**src/rtl/modulo_sequencer.sv**
```systemverilog
// Modulo-N count sequencer: takes a modulus and repetition count over a
// valid/ready handshake, steps 0..N-1 under enable, and reports completion.
module modulo_sequencer #(
   parameter int WIDTH  = 3,
   parameter int REPS_W = 4
) (
   input  logic              Clk,
   input  logic              Reset,
   input  logic              cfg_valid,
   output logic              cfg_ready,
   input  logic [WIDTH:0]    cfg_mod,
   input  logic [REPS_W-1:0] cfg_reps,
   input  logic              enable,
   input  logic              abort,
   output logic [WIDTH-1:0]  count,
   output logic              wrap,
   output logic              Y,
   output logic              busy,
   output logic              done,
   output logic              err,
   output logic [1:0]        dbg_state
);

   // Handshake: a configuration transfers on a rising edge where
   // cfg_valid and cfg_ready are both high; cfg_ready is high only in IDLE.
   typedef enum logic [1:0] {
      ST_IDLE = 2'd0,
      ST_RUN  = 2'd1,
      ST_DONE = 2'd2
   } state_t;

   localparam logic [WIDTH:0] MOD_MIN = (WIDTH+1)'(2);
   localparam logic [WIDTH:0] MOD_MAX = {1'b1, {WIDTH{1'b0}}};

   state_t              r_state;
   state_t              w_state_nxt;
   logic [WIDTH-1:0]    r_count;
   logic [WIDTH:0]      r_mod;
   logic [REPS_W-1:0]   r_reps;
   logic                r_y;
   logic                r_wrap;
   logic                r_err;

   logic                w_cfg_legal;
   logic                w_at_top;

   assign w_cfg_legal = (cfg_mod >= MOD_MIN) && (cfg_mod <= MOD_MAX) &&
                        (cfg_reps != '0);
   // Compare in WIDTH+1 bits so a modulus of 2^WIDTH tops out at all-ones.
   assign w_at_top    = ({1'b0, r_count} == (r_mod - (WIDTH+1)'(1)));

   // State and datapath registers
   always_ff @(posedge Clk) begin
      if (Reset) begin
         r_state <= ST_IDLE;
         r_count <= '0;
         r_mod   <= '0;
         r_reps  <= '0;
         r_y     <= 1'b0;
         r_wrap  <= 1'b0;
         r_err   <= 1'b0;
      end else begin
         r_state <= w_state_nxt;
         r_wrap  <= 1'b0;
         r_err   <= 1'b0;
         case (r_state)
            ST_IDLE: begin
               if (cfg_valid) begin
                  if (w_cfg_legal) begin
                     r_mod   <= cfg_mod;
                     r_reps  <= cfg_reps;
                     r_count <= '0;
                     r_y     <= 1'b0;
                  end else begin
                     r_err <= 1'b1;
                  end
               end
            end
            ST_RUN: begin
               // abort wins over a coincident wrap: no toggle, no decrement
               if (abort) begin
                  r_count <= '0;
               end else if (enable) begin
                  if (w_at_top) begin
                     r_count <= '0;
                     r_wrap  <= 1'b1;
                     r_y     <= ~r_y;
                     r_reps  <= r_reps - REPS_W'(1);
                  end else begin
                     r_count <= r_count + WIDTH'(1);
                  end
               end
            end
            default: begin
               r_count <= '0;
            end
         endcase
      end
   end

   // Next-state logic
   always_comb begin
      w_state_nxt = r_state;
      case (r_state)
         ST_IDLE: begin
            if (cfg_valid && w_cfg_legal) w_state_nxt = ST_RUN;
         end
         ST_RUN: begin
            if (abort)
               w_state_nxt = ST_IDLE;
            else if (enable && w_at_top && (r_reps == REPS_W'(1)))
               w_state_nxt = ST_DONE;
         end
         default: w_state_nxt = ST_IDLE;
      endcase
   end

   // Outputs: registers or pure state decode
   always_comb begin
      cfg_ready = (r_state == ST_IDLE);
      busy      = (r_state == ST_RUN);
      done      = (r_state == ST_DONE);
      count     = r_count;
      wrap      = r_wrap;
      Y         = r_y;
      err       = r_err;
      dbg_state = r_state;
   end

endmodule

```
**config.mk**
```make
export PLATFORM = sky130hd
export DESIGN_NAME = modulo_sequencer
export DESIGN_NICKNAME = d
export VERILOG_FILES = /design/src/rtl/modulo_sequencer.sv
export SDC_FILE = /design/constraint.sdc
export NUM_CORES = 1
export LEC_CHECK = 0
export ABC_AREA = 1
export BUFFER_PORTS_ARGS = -buffer_cell sky130_fd_sc_hd__buf_2
export CORE_MARGIN = 5
export CORE_UTILIZATION = 31
export CTS_BUF_LIST = sky130_fd_sc_hd__clkbuf_16
export CTS_CLUSTER_SIZE = 25
export DETAILED_ROUTE_END_ITERATION = 12
export PLACE_DENSITY = 0.58
export SLEW_MARGIN = 20
export SYNTH_ARGS = -nofsm -noshare
export SYNTH_HDL_FRONTEND = slang
export SYNTH_SLANG_ARGS = --single-unit
```
**constraint.sdc**
```tcl
create_clock -name Clk -period 2.1 [get_ports Clk]
set_clock_uncertainty 0.15 [all_clocks]
set_input_delay 0.105 -clock Clk [delete_from_list [all_inputs] [get_ports Clk]]
set_output_delay 0.105 -clock Clk [all_outputs]
set_load 0.02 [all_outputs]
```
==> impl_metrics.env <==
export IMPL_status="completed"
export IMPL_worstHoldPathCells=3
export IMPL_synth_seq_cells=16
export IMPL_hold_viol_final=0
export IMPL_timing_rr_start="r_mod[0]"
export IMPL_cp_end_kind="register"
export IMPL_pre_cts_ws_ns=0.312
export IMPL_critical_path_startpoint_type="register"
export IMPL_drv_slew=0
export IMPL_antenna_cells=0
export IMPL_ioPinCount=24
export IMPL_syn2layout_area_growth_pct=21.7
export IMPL_ir_drop_mv=0.351
export IMPL_die_w_um=67.8
export IMPL_clock_tree_root_cell="clkbuf_16"
export IMPL_die_h_um=67.8
export IMPL_ys_seq_area_frac=0.309
export IMPL_numCtsBuffers=3
export IMPL_viasPerCell=4.33
export IMPL_drc_errors=0
export IMPL_fin_hold_ws_ns=0.0116
export IMPL_dp_hpwl_mm=1.77
export IMPL_hold_buffers=1
export IMPL_synth_nets=176
export IMPL_detail_route_wl_per_cell_um=9.51
export IMPL_path_class="reg -> reg"
export IMPL_synthTopCellsByArea="dfxtp_1, nand2_1, inv_1, nand3_1, nor2_1"
export IMPL_drv_cap=0
export IMPL_worstSetupStartpoint="r_mod[0]"
export IMPL_cts_resized=0
export IMPL_period_share=0.852
export IMPL_fill_cells=368
export IMPL_slew_headroom=0.728
export IMPL_final_area_sq_mm=0.00126
export IMPL_h_tree_depth=1
export IMPL_synth_top_area_frac=0.309
export IMPL_crit_fanout=11
export IMPL_start_util=0.316
export IMPL_rows=21
export IMPL_worstReg2RegEnd="r_reps[3]"
export IMPL_rsz0062_at_grt="no"
export IMPL_vias=997
export IMPL_setup_viol=0
export IMPL_die_area_sq_mm=0.00460
export IMPL_grt_pass1_vias=897
export IMPL_synth_edf_count=0
export IMPL_avgSynthCellArea_sq_um=6.52
export IMPL_grtUsageTotal=0.107
export IMPL_met3_usage=0.0296
export IMPL_cts_tree="yes"
export IMPL_final_net_count=202
export IMPL_use_met2=0.186
export IMPL_dpl_cell_area_sq_mm=0.00117
export IMPL_worstPathArrival_ns=1.77
export IMPL_grt_antenna_before_repair=0
export IMPL_multiInputGateArea_sq_um=572
export IMPL_routabilityCongestion=0.823
export IMPL_layout_area_seq_sq_um=320
export IMPL_worstRegToRegCells=10
export IMPL_synthDistinctLibCells=20
export IMPL_powerDensity_mw_per_mm2=715
export IMPL_drive_above_1_share=0.217
export IMPL_tightest_slew_ns=0.408
export IMPL_setup_tns_ns=0
export IMPL_synth_common_cells="nand2_1, inv_1, nor2_1"
export IMPL_ff2ff_setup_slack_ns=0.31
export IMPL_synth_main_ff_cell="dfxtp_1"
export IMPL_clockBufferDepth=2
export IMPL_hold_start="cfg_mod[0]"
export IMPL_dr_pass1_iters=5
export IMPL_post_cts_buffers=0
export IMPL_gr_total_overflow=0
export IMPL_busiest_layer="met2"
export IMPL_synth_top_cell_by_area="dfxtp_1"
export IMPL_layout_setup_ws_ns=0.311
export IMPL_power_uw=903
export IMPL_hold_end="r_mod[0]"
export IMPL_met1_usage=0.122
export IMPL_clk_pin_slew_ns=0.05
export IMPL_fmax_ghz=0.559
export IMPL_grt_pass1_wl_mm=3.69
export IMPL_period_minus_slack_ns=1.79
export IMPL_drt_iter0_drc=23
export IMPL_p_leak_nw=0.679
export IMPL_insertion_delay_ns=0.25
export IMPL_synth_area_sq_mm=0.00104
export IMPL_core_area_sq_mm=0.00328
export IMPL_hp_class="in -> reg"
export IMPL_cts_sinks=16
export IMPL_synthArstFlopShare=0
export IMPL_grt_max_degree=20
export IMPL_cp_required_ns=2.09
export IMPL_port_buffers=23
export IMPL_ys_warnings_count=0
export IMPL_yosysMostFrequentCell="nand2_1"
export IMPL_synth_cells=159
export IMPL_postRouteAntennaNets=0
export IMPL_postRouteWirelength_mm=2.19
[cell usage in the layout (no fill, tap or decap), drive strengths merged, types with 3 or more instances in the layout]
master / n
a21oi: 13
buf: 23
clkbuf: 3
dfxtp: 16
ha: 4
inv: 29
nand2: 39
nand3: 18
nand4: 4
nor2: 23
o21ai: 9
[power by group]
part / switching (mW) / internal, mW
registers: 0.0150 / 0.325
clock network: 0.117 / 0.252
logic: 0.121 / 0.0728
total: 0.253 / 0.650
[area by class of cell]
class,count,share of cell area
multi-input combinational,111,0.453
tap,46,0.0456
inverter,29,0.0862
clock inverter,1,0.00297
sequential,16,0.254
clock buffer,3,0.0595
timing repair buffer,24,0.0991
[state kept, by name (all words and copies together) (netlist names)]
register   count
Y              1
dbg_state      2
count          3
r_mod          4
r_reps         4
err            1
wrap           1
[worst max path at each step]
stage                endpoint
floorplan                   Y
global placement    r_reps[2]
detailed placement  r_reps[0]
CTS                 r_reps[1]
global route        r_reps[0]
finish              r_reps[3]
[through the flow]
stage                     cells   util
final                       230  0.384
after floorplan             159      -
after global placement      225  0.357
after detailed placement    225  0.357
after CTS                   230  0.384
after global routing        230  0.384
[metal layers]
metal	up-vias	wire (um)
met5	-	0
met4	0	28
met3	4	92
met2	18	1040
met1	426	1020
li1	549	-
[logic make-up (layout without fill, tap and decap cells)]
logic type               Yosys count  after routing  synth area share
adder cells (fa/ha/maj)            4              4            0.0483
AO/OA/AOI/OAI                     22             22             0.106
AND/OR/NAND/NOR                   85             85             0.397
buffers and inverters             32             57             0.140
flip-flops                        16             16             0.309
[worst max-delay path, stage by stage (launching register included)]
cell	delay [ns]
dfxtp_1	0.35
inv_2	0.07
ha_1	0.30
nand2_1	0.07
inv_1	0.03
nor2_1	0.10
nand3_2	0.10
nor2_2	0.14
nand2_2	0.15
a21oi_1	0.16
nor2_1	0.06
(Power assumes the default switching activity.)
